## config.mk

```make
export PLATFORM = sky130hd
export DESIGN_NAME = sdram_read_arbiter
export DESIGN_NICKNAME = d
export VERILOG_FILES = /design/src/rtl/sdram_read_arbiter_pkg.sv /design/src/rtl/sdram_read_arbiter_rr_pick2.sv /design/src/rtl/sdram_read_arbiter.sv
export SDC_FILE = /design/constraint.sdc
export NUM_CORES = 1
export LEC_CHECK = 0
export ABC_CLOCK_PERIOD_IN_PS = 1600
export CAP_MARGIN = 15
export CORE_MARGIN = 2
export CORE_UTILIZATION = 36
export DETAILED_ROUTE_END_ITERATION = 8
export GPL_ROUTABILITY_DRIVEN = 0
export HOLD_SLACK_MARGIN = 0.02
export PLACE_DENSITY = 0.74
export SLEW_MARGIN = 25
export SYNTH_ARGS = -nofsm -noshare
export SYNTH_HDL_FRONTEND = slang
export SYNTH_SLANG_ARGS = --single-unit
```

## constraint.sdc

```tcl
create_clock -name clk -period 1.6 [get_ports clk]
set_input_delay 0.4 -clock clk [delete_from_list [all_inputs] [get_ports clk]]
set_output_delay 0.4 -clock clk [all_outputs]
set_load 0.02 [all_outputs]
```

## src/rtl/sdram_read_arbiter_pkg.sv

```systemverilog
// Shared types and defaults for the SDRAM read-port arbiter.
package sdram_read_arbiter_pkg;

    typedef enum logic [1:0] {
        ST_IDLE  = 2'd0,
        ST_ISSUE = 2'd1,
        ST_WAIT  = 2'd2,
        ST_DONE  = 2'd3
    } arb_state_t;

    localparam int  ADDR_W_DEF      = 22;
    localparam int  DATA_W_DEF      = 16;
    localparam int  TIMEOUT_CYC_DEF = 1024;

    localparam logic PORT0 = 1'b0;
    localparam logic PORT1 = 1'b1;

    // Timer width for a given timeout; never narrower than one bit.
    function automatic int timer_width(input int cycles);
        return (cycles > 1) ? $clog2(cycles) : 1;
    endfunction

endpackage

```

## src/rtl/sdram_read_arbiter_rr_pick2.sv

```systemverilog
// Two-way round-robin picker: single requester always wins, on contention
// the port that was not served last wins.
module rr_pick2
    import sdram_read_arbiter_pkg::*;
(
    input  logic i_req0,
    input  logic i_req1,
    input  logic i_last_gnt,
    output logic o_valid,
    output logic o_sel
);

    // Select the winning port from the current requests and the last grant.
    always_comb begin
        o_valid = i_req0 | i_req1;
        o_sel   = PORT0;
        if (i_req0 && i_req1) begin
            o_sel = ~i_last_gnt;
        end else if (i_req1) begin
            o_sel = PORT1;
        end
    end

endmodule

```

## src/rtl/sdram_read_arbiter.sv

```systemverilog
// Shares the single read port of the SDRAM controller between two
// requesters. One read in flight at a time, round-robin between ports,
// and a timeout that recovers from a data_rdy that never arrives.
//
// state | meaning
// IDLE  | no read in flight, arbitrating requests
// ISSUE | grant pulse and controller command pulse, timer cleared
// WAIT  | waiting for controller data or timeout
// DONE  | rvalid/err pulse to the served port
module sdram_read_arbiter
    import sdram_read_arbiter_pkg::*;
#(
    parameter int ADDR_W      = ADDR_W_DEF,
    parameter int DATA_W      = DATA_W_DEF,
    parameter int TIMEOUT_CYC = TIMEOUT_CYC_DEF
) (
    input  logic              clk,
    input  logic              reset,
    input  logic              req0_i,
    input  logic [ADDR_W-1:0] addr0_i,
    input  logic              req1_i,
    input  logic [ADDR_W-1:0] addr1_i,
    output logic              gnt0_o,
    output logic              gnt1_o,
    output logic              rvalid0_o,
    output logic              rvalid1_o,
    output logic [DATA_W-1:0] rdata_o,
    output logic              err_o,
    output logic              busy_o,
    output logic [ADDR_W-1:0] sd_addr_o,
    output logic              sd_cmd_o,
    input  logic [DATA_W-1:0] sd_data_i,
    input  logic              sd_rdy_i
);

    localparam int              TW         = timer_width(TIMEOUT_CYC);
    localparam logic [TW-1:0]   TIMER_LAST = TW'(TIMEOUT_CYC - 1);

    arb_state_t        r_state;
    arb_state_t        w_state_next;
    logic              r_port;
    logic              r_last_gnt;
    logic [ADDR_W-1:0] r_sd_addr;
    logic [DATA_W-1:0] r_rdata;
    logic              r_err;
    logic [TW-1:0]     r_timer;

    logic              w_pick_valid;
    logic              w_pick_sel;
    logic              w_load;
    logic              w_capture;
    logic              w_timeout;
    logic              w_timer_clr;
    logic              w_timer_inc;

    rr_pick2 u_pick (
        .i_req0     (req0_i),
        .i_req1     (req1_i),
        .i_last_gnt (r_last_gnt),
        .o_valid    (w_pick_valid),
        .o_sel      (w_pick_sel)
    );

    // State register.
    always_ff @(posedge clk or posedge reset) begin
        if (reset) begin
            r_state <= ST_IDLE;
        end else begin
            r_state <= w_state_next;
        end
    end

    // Next-state decode and datapath strobes.
    always_comb begin
        w_state_next = r_state;
        w_load       = 1'b0;
        w_capture    = 1'b0;
        w_timeout    = 1'b0;
        w_timer_clr  = 1'b0;
        w_timer_inc  = 1'b0;
        case (r_state)
            ST_IDLE: begin
                if (w_pick_valid) begin
                    w_load       = 1'b1;
                    w_state_next = ST_ISSUE;
                end
            end
            ST_ISSUE: begin
                w_timer_clr  = 1'b1;
                w_state_next = ST_WAIT;
            end
            ST_WAIT: begin
                // Data arriving on the expiry cycle still counts as success.
                if (sd_rdy_i) begin
                    w_capture    = 1'b1;
                    w_state_next = ST_DONE;
                end else if (r_timer == TIMER_LAST) begin
                    w_timeout    = 1'b1;
                    w_state_next = ST_DONE;
                end else begin
                    w_timer_inc  = 1'b1;
                end
            end
            ST_DONE: begin
                w_state_next = ST_IDLE;
            end
            default: begin
                w_state_next = ST_IDLE;
            end
        endcase
    end

    // Output decode; every pulse is a function of state and the served port.
    always_comb begin
        gnt0_o    = 1'b0;
        gnt1_o    = 1'b0;
        rvalid0_o = 1'b0;
        rvalid1_o = 1'b0;
        sd_cmd_o  = 1'b0;
        err_o     = 1'b0;
        busy_o    = (r_state != ST_IDLE);
        if (r_state == ST_ISSUE) begin
            sd_cmd_o = 1'b1;
            gnt0_o   = (r_port == PORT0);
            gnt1_o   = (r_port == PORT1);
        end
        if (r_state == ST_DONE) begin
            rvalid0_o = (r_port == PORT0);
            rvalid1_o = (r_port == PORT1);
            err_o     = r_err;
        end
    end

    assign sd_addr_o = r_sd_addr;
    assign rdata_o   = r_rdata;

    // Latch the winning port and its address when a read is accepted.
    always_ff @(posedge clk or posedge reset) begin
        if (reset) begin
            r_port    <= PORT0;
            r_sd_addr <= '0;
        end else if (w_load) begin
            r_port    <= w_pick_sel;
            r_sd_addr <= (w_pick_sel == PORT1) ? addr1_i : addr0_i;
        end
    end

    // Read result: controller data on success, zero with err on timeout.
    always_ff @(posedge clk or posedge reset) begin
        if (reset) begin
            r_rdata <= '0;
            r_err   <= 1'b0;
        end else if (w_capture) begin
            r_rdata <= sd_data_i;
            r_err   <= 1'b0;
        end else if (w_timeout) begin
            r_rdata <= '0;
            r_err   <= 1'b1;
        end
    end

    // Round-robin history, updated once the served port has its result.
    always_ff @(posedge clk or posedge reset) begin
        if (reset) begin
            r_last_gnt <= PORT1;
        end else if (r_state == ST_DONE) begin
            r_last_gnt <= r_port;
        end
    end

    // WAIT-cycle counter; stops at the last value because WAIT is left there.
    always_ff @(posedge clk or posedge reset) begin
        if (reset) begin
            r_timer <= '0;
        end else if (w_timer_clr) begin
            r_timer <= '0;
        end else if (w_timer_inc) begin
            r_timer <= r_timer + 1'b1;
        end
    end

endmodule

```

==> results.py <==
metrics = {
    "run_status": {
        "status": "finished, violations left",
        "violations": "negative setup slack",
    },
    "cells_and_area": {
        "n_fill_cell": 597,
        "drive_gt1_share_pct": 21.7,
        "final_cells": 435,
        "multiInputGateArea_sq_um": 1250,
        "area_growth_pct": 65.7,
        "regArea_sq_um": 1330,
        "nets": 424,
        "antenna_cells": 0,
    },
    "clock_tree": {
        "clk_pin_slew_worst_paths_ps": 110,
        "clock_path_buffers": 2,
        "insertion_delay_ps": 310,
        "hold_buffers": 0,
        "cts_max_level": 2,
        "clkSinkCount": 53,
        "cts_buffers": 5,
        "cts_tree": "built",
        "clock-root-buffer": "clkbuf_8",
    },
    "floorplanning": {
        "initial_core_util_pct": 36.8,
        "num_io_pins": 110,
        "fp.dieW_um": 87.1,
        "num_rows": 30,
        "core_area_sq_um": 6760,
        "die_h_um": 87.1,
        "die_area_sq_um": 7590,
    },
    "synth": {
        "synth-edff-count": 0,
        "yosysTopAreaCellShare_pct": 52.3,
        "synth_cell_types": 38,
        "yosysSeqAreaShare_pct": 53.4,
        "synth_area_per_cell_sq_um": 11.2,
        "ys.flop_type": "dfrtp_1",
        "synth_fp_nets": 292,
        "synth_largest_area_cell": "dfrtp_1",
        "synth_area_leaders": "dfrtp_1, mux2i_1, a22o_1",
        "syn_inst": 222,
        "ys_seq_elements": 53,
        "yosysWarnings": 0,
        "syn_area_sq_um": 2490,
        "synthArstFlopShare_pct": 100,
    },
    "min_path": {
        "worstHoldPathType": "in -> async",
    },
    "grt": {
        "grt_antenna_before_repair": 0,
        "use_met1_pct": 20.8,
        "grt_pass1_vias": 2221,
        "use_met2_pct": 28.4,
        "track_usage_pct": 16.9,
        "grt_pass1_wl_mm": 10.2,
        "grtUsageMet3_pct": 5.88,
        "grt_overflow": 0,
        "gr-max-usage-layer": "met2",
        "grt_max_degree": 36,
    },
    "sta": {
        "fin_crit_sh_pct": 104,
        "relSlewSlack_pct": 70.6,
        "hold_viol": 0,
        "setup_slack_ps": -67.9,
        "finalSetupViolCount": 8,
        "slew_viol_final": 0,
        "fin_crit_ps": 1670,
        "max_freq_mhz": 600,
        "whs_ps": 470,
        "rsz0062_at_grt": "yes",
        "fin_skew_ps": 10.3,
        "worstMarginPinSlew_ps": 439,
    },
    "detailed_routing": {
        "drt_wl_total_mm": 6.26,
        "drc_errors": 0,
        "viasPerCell": 4.98,
        "drtIter0Drc": 98,
        "ant_nets": 0,
        "post_drt_wl_per_cell_um": 14.4,
        "drtPass1Iterations": 4,
        "vias": 2166,
    },
    "place": {
        "portBuffers": 109,
        "dp_slack_ps": -318,
        "placedCellCount": 421,
        "dp_hpwl_mm": 4.61,
    },
    "worst_setup_path": {
        "critPathKind": "reg -> reg",
        "path_max_fanout": 4,
        "cp_slowest_cell": "dfrtp_2",
        "path_buf_inv": 2,
        "crit_required_ps": 1790,
        "critical_path.top_delay_family": "flip-flops",
        "worstSetupEndpointType": "flop",
        "crit_chain": "inv_2, buf_6, ha_4, nand2b_4, a31oi_4, nand4_1, mux2_1",
        "start_kind": "flop",
        "critPathMaxStageDelay_ps": 470,
        "critPathArrivalTime_ps": 1860,
    },
    "flow_run": {
        "cap_viol_max_count": 0,
    },
    "power": {
        "p_total_mw": 6.52,
        "cellPowerDensity_nw_per_um2": 1580,
        "ir_drop_v": 0.000665,
        "p_leak_nw": 1.93,
    },
}
==> kinds of logic (layout without fill, tap and decap cells) <==
logic type / count (synthesis) / after routing / share of synthesized area (%)
simple gates: 68 / 68 / 13.5
flops: 53 / 53 / 53.4
compound gates: 50 / 50 / 14.6
mux: 28 / 28 / 11.5
buf+inv: 15 / 148 / 3.47
fa+ha+maj: 5 / 5 / 2.52
xor+xnor: 3 / 3 / 1.06
==> layout make-up <==
type	count	area share [%]
Multi-Input combinational cell	154	30.3
Clock buffer	5	1.67
Timing Repair Buffer	135	32.2
Sequential cell	53	32.3
Inverter	5	0.607
Tap cell	80	2.43
Clock inverter	3	0.516
==> timing repair <==
action	CTS	global route
buffers inserted	2	3
pin swaps	5	6
gates resized for setup	102	11
setup endpoints to repair	71	33
gates cloned	1	0
==> cell usage in the layout, fill, tap and decap left out, types with 2 or more instances in the layout <==
cell and count:
dfrtp_1 50, clkinvlp_4 2, nand4_1 3, o21ai_1 6, nor3_1 3, and4_4 2
buf_4 17, nor2_1 12, a31oi_4 2, mux2_1 2, clkbuf_8 5, inv_2 3
clkdlybuf4s50_1 64, nand2_1 29, buf_12 4, dlygate4sd2_1 38, dfrtp_2 2, nor2b_1 3
xnor2_1 3, buf_6 10, and3_1 2, a22o_1 17, a21oi_2 2, mux2i_1 24
o21ai_0 16, ha_4 5, and2_4 4
==> tightest hold or removal path, cell delays in order <==
cell and delay (ps):
clkdlybuf4s50_1 440, clkinvlp_4 110, buf_12 210
==> sequential cells by signal (all words and copies together) (netlist names) <==
register and cells:
rdata_o 16, r_port 1, r_state 2, r_timer 10
sd_addr_o 22, r_err 1, r_last_gnt 1
==> routing by layer <==
layer	wire, um	share of wire, %	up-vias
met5	0	0	-
met4	53	0.85	0
met3	521	8.3	5
met2	3160	50	75
met1	2530	40	1040
li1	-	-	1046
==> synth_stat cells, drive strengths merged, types with 4 or more instances <==
cell type and number:
clkbuf 5, inv 5, buf 5, o21ai 24, and2 4, nor3 4
a22o 17, ha 5, dfrtp 52, mux2 4, nand2 29, nor2b 4
nor2 13, mux2i 24
==> stage by stage <==
stage / instance area [sq um] / utilization [%] / setup TNS (ps)
floorplan: 2510 / - / 0
CTS: 4050 / 59.9 / -488
global placement: 3840 / 56.9 / -6670
global route: 4120 / 61.0 / -1980
finish: 4120 / 61.0 / -386
detailed placement: 3840 / 56.9 / -9150
==> final timing paths <==
| kind | start | endpoint | slack (ps) | depth (start not counted) |
|---|---|---|---|---|
| worst min-delay path | reset | r_timer[7] | 470 | 3 |
| worst max-delay path | r_state[0] | r_timer[3] | -70 | 7 |
| worst min register to register | sd_addr_o[13] | sd_addr_o[13] | 490 | 2 |
| worst max register to register | r_state[0] | r_timer[3] | -70 | 7 |
| min in group clk | sd_addr_o[13] | sd_addr_o[13] | 490 | 2 |
| max in group asynchronous | reset | r_last_gnt | 870 | 3 |
==> where the power goes <==
group | switching, mW | leakage (nW) | total [mW] | internal (mW)
combinational | 1.80 | 1.22 | 3.52 | 1.72
sequential | 0.339 | 0.668 | 2.23 | 1.89
clock | 0.462 | 0.0445 | 0.774 | 0.312
Power figures use the tool's default switching activity.
==> patch 1 (config.mk and constraints unchanged) <==
Re-encode `arb_state_t` (4 states) as one-hot, 4 bits wide.
--- a/src/rtl/sdram_read_arbiter_pkg.sv
+++ b/src/rtl/sdram_read_arbiter_pkg.sv
@@ -1,11 +1,11 @@
 // Shared types and defaults for the SDRAM read-port arbiter.
 package sdram_read_arbiter_pkg;
 
-    typedef enum logic [1:0] {
-        ST_IDLE  = 2'd0,
-        ST_ISSUE = 2'd1,
-        ST_WAIT  = 2'd2,
-        ST_DONE  = 2'd3
+    typedef enum logic [3:0] {
+        ST_IDLE  = 4'b0001,
+        ST_ISSUE = 4'b0010,
+        ST_WAIT  = 4'b0100,
+        ST_DONE  = 4'b1000
     } arb_state_t;
 
     localparam int  ADDR_W_DEF      = 22;
Function: same outputs for any inputs over 10 cycles, from zero or initial values and one cycle with reset high; not proved beyond that.
==> patch 1 against the original RTL <==
The run still ends with setup timing left. Largest cell class is now non-clock buffers. Cell area is 12% higher. Critical path type is now flip-flop to primary output. Power rose by 15%. Routed wire length up 34%. Worst setup slack lost 260 ps. Sequential cell count grew 2. Die area decreased by 0.95%. Combinational power is 19% higher. Synthesized area fell by 1.0%.
==> patch 1: results (changes against the original RTL) <==
Status
  – Outcome: finished, violations left
  – Violations in the final reports: setup timing

Finish
  – Count of multi-input combinational gates: 147 (-4.5%)
  – Multi-input gate area: 1311 um^2 (+4.8%)
  – Inverters excl. clock: 6 (+1)
  – Total of fill cells in the finished design: 478 (-20%)
  – Plain + repair buffers: 164 (+21%)
  – Sequential standard cell area: 1379 um^2 (+3.7%)
  – Clock Buffer Count: 6 (+1)

Worst setup path
  – Reg-to-reg slack, setup: -190 ps (-120 ps)
  – CP max stage delay: 420 ps (-50 ps)
  – Top cell family by delay on the critical path: simple AND/OR/NAND/NOR gates
  – Destination of the worst register-to-register timing path: r_port
  – Slowest CP cell: sky130_fd_sc_hd__dfrtp_1
  – CP Max Fanout: 3 (-1)

Floorplan
  – Horizontal die dimension: 86.71 um (-0.48%)

Drt
  – Number of vias in the routed layout: 2,408 (+11%)
  – Routed metal-1 wirelength: 3.598 mm (+42%)
  – Post-detailed-routing wire length: 8.385 mm (+34%)
  – Detailed-route vias per instance: 5.235 (+5.1%)

Timing
  – Worst-case setup margin in the final layout: -328.4 ps (-260.5 ps)
  – Transition time at the pin with the least slew margin: 410.9 ps (-28.31 ps)
  – Summed negative setup slack over all endpoints: -6626 ps (-6240 ps)
  – Clock Skews: 10.81 ps (+0.4909 ps)
  – Setup violators final: 57 (+49)

Logic synthesis
  – Main area contributors after synthesis: sky130_fd_sc_hd__dfrtp_1 (54%), sky130_fd_sc_hd__mux2i_1 (9.3%), sky130_fd_sc_hd__a22o_1 (6.0%)
  – Part of the Yosys area used for sequential elements: 0.5600 (+0.02626)
  – Gate count after technology mapping: 219 (-1.4%)

Placement
  – Total instance count after detailed placement: 431 (+2.4%)
  – Placed instance area: 3943 um^2 (+2.6%)

GRT
  – Largest net degree at the start of global routing: 56 (+56%)
  – Global-route wire length before repair: 11.37 mm (+11%)
  – Met3 Track Usage GR: 0.03238 (-0.02639)
  – Met1 Track Usage GR: 0.2488 (+0.04090)

Clock tree
  – # Post-CTS Setup Buffers: 10 (+8)

Power
  – VDD IR max: 0.7902 mV (+19%)
[patch 1: cell types whose count changed after synthesis, sizes merged, moves of 5 or more]
| cell | unedited run | this run |
|---|---|---|
| nor2 | 13 | 28 |
| o21ai | 24 | 2 |
| a221o | 0 | 5 |
| nand2 | 29 | 7 |
| buf | 5 | 11 |
| a21oi | 3 | 25 |
[patch 1: cell families (layout without fill, tap and decap cells)]
family,count (synthesis),after routing,synth area share
buf+inv,18,178,0.03709
simple gates,64,65,0.1341
flops,55,55,0.5600
compound gates,54,54,0.1530
mux,26,26,0.1072
fa+ha+maj,1,1,0.005080
xor+xnor,1,1,0.003558
[patch 1: where the power goes]
part	leakage, nW	total [mW]	switching [mW]	internal (mW)
Combinational	1.33	4.20	2.11	2.09
Clock	0.0612	0.978	0.471	0.508
Sequential	0.672	2.32	0.380	1.94
==> patch 2 (same flow settings) <==
Made on the original files. Set the package constant `TIMEOUT_CYC_DEF` to 2048 (it was 1024).
--- a/src/rtl/sdram_read_arbiter_pkg.sv
+++ b/src/rtl/sdram_read_arbiter_pkg.sv
@@ -10,7 +10,7 @@
 
     localparam int  ADDR_W_DEF      = 22;
     localparam int  DATA_W_DEF      = 16;
-    localparam int  TIMEOUT_CYC_DEF = 1024;
+    localparam int  TIMEOUT_CYC_DEF = 2048;
 
     localparam logic PORT0 = 1'b0;
     localparam logic PORT1 = 1'b1;
Function: same outputs for any inputs over 10 cycles, from zero or initial values and one cycle with reset high; that may be too few to reach the edited logic, so the function may still have changed.
==> patch 2 against the original RTL <==
The flow still finishes with violations (setup timing). Routed wire length up 8.8%. Die area fell by 2.0%. Power increased by 6.1%. Worst setup slack got worse by 230 ps. Fmax shrank 12%. First-iteration DRC count is 31% lower. Cell area up 4.9%. Final cell count up 4.1%. Global-route usage increased by 1.6 points. Sequential cell count increased by 1. Count of clock-buffer cells in the layout grew 1. Critical path type is now input port to flip-flop. Synthesized area fell by 2.1%.
==> patch 2: results (changes against the original RTL) <==
GRT
  – Global-route wire length before repair: 10.98 mm (+7.3%)
  – Largest net degree at the start of global routing: 45 (+25%)

Worst setup path
  – Top cell family by delay on the critical path: simple AND/OR/NAND/NOR gates
  – CP Max Fanout: 3 (-1)
  – Worst path required time: 1810 ps (+20 ps)

Logic synthesis
  – Proportion of synthesized area in mux cells: 0.1130 (-0.001694)
  – Number of unique standard cell types used by synthesis: 31 (-18%)
  – Average cell area after synthesis: 11.07 um^2 (-1.2%)
  – Adder-Cell Fraction of Synth Area: 0.02568 (+0.0005296)
  – Synthesized-area fraction occupied by ao, oa, aoi and oai cells: 0.1536 (+0.007694)
  – Net Count, Synth: 290 (-0.68%)

Placement
  – Hpwl dp: 4.749 mm (+3.0%)
  – Pre-CTS setup slack: -621.0 ps (-303.5 ps)
  – Placed instance area: 3929 um^2 (+2.2%)

Drt
  – Number of vias in the routed layout: 2,226 (+2.8%)
  – Post-detailed-routing wire length: 6.814 mm (+8.8%)
  – Detailed-route vias per instance: 4.914 (-1.3%)
  – Count of routing violations after the opening detailed-route iteration: 68 (-31%)

Finish
  – Final #Nets: 445 (+5.0%)
  – Proportion of layout cells with a drive suffix above 1: 0.2606 (+0.04374)

Timing
  – Transition time at the pin with the least slew margin: 424.0 ps (-15.19 ps)
  – Worst-case setup margin in the final layout: -297.0 ps (-229.1 ps)
  – Setup violators final: 32 (+24)

Status
  – Violations in the final reports: setup timing
  – Outcome: finished, violations left
==> patch 2: changes by cell type in the layout (fill, tap and decap cells not counted), sizes merged, moves of 3 or more <==
cell   change
buf       +23
nand2      -5
a21oi      +4
nor2       -4
o31ai      +4
or4        +4
nor4       -3
xnor2      -3
==> patch 2: final cells by class <==
class / count / area (um^2)
fillers: 549 / 2133
repair buffers: 158 / 1496
flip-flops and latches: 54 / 1353
multi-input cells: 150 / 1211
well taps: 77 / 96.34
clock buffers: 6 / 82.58
clock inverters: 2 / 60.06
inverters: 6 / 26.28
==> patch 2: power breakdown <==
group / switching [mW] / internal (mW) / leakage (nW)
Sequential: 0.326 / 1.91 / 0.684
Clock: 0.456 / 0.667 / 0.0714
Combinational: 1.81 / 1.75 / 1.29
Total: 2.59 / 4.33 / 2.05
==> patch 2: how the worst max path moves through the flow <==
stage / slack, ps / end / start
after floorplan: -210 / r_timer[9] / r_state[0]
after global placement: -530 / r_timer[9] / sd_rdy_i
after detailed placement: -620 / r_timer[7] / sd_rdy_i
after CTS: -230 / gnt0_o / r_state[1]
after global routing: -400 / r_timer[9] / r_state[0]
final: -300 / r_timer[9] / sd_rdy_i
==> patch 2: worst min-delay path, stage by stage <==
cell and delay [ps]:
sky130_fd_sc_hd__clkdlybuf4s50_1 440, sky130_fd_sc_hd__clkinvlp_4 110, sky130_fd_sc_hd__buf_12 200
==> patch 2: what timing repair did <==
item                       in CTS  in global routing
setup endpoints to repair      71                 36
pin swaps                       7                  5
resized for setup              87                 30
buffers inserted               10                  6
gates cloned                    0                  0
==> patch 2: cells by family (layout without fill, tap and decap cells) <==
group / count (synthesis) / after routing
AND/OR/NAND/NOR: 60 / 60
buffers and inverters: 16 / 172
XOR/XNOR: 1 / 1
adder cells (fa/ha/maj): 5 / 5
flip-flops: 54 / 54
multiplexers: 27 / 27
AO/OA/AOI/OAI: 57 / 57
==> patch 2: routing by layer <==
metal | routed length, um | up-vias | GRT usage
met1 | 2872 | 1052 | 0.2299
li1 | - | 1100 | -
met3 | 396 | 4 | 0.04762
met5 | 0 | - | 0
met2 | 3515 | 70 | 0.3270
met4 | 29 | 0 | 0.03693
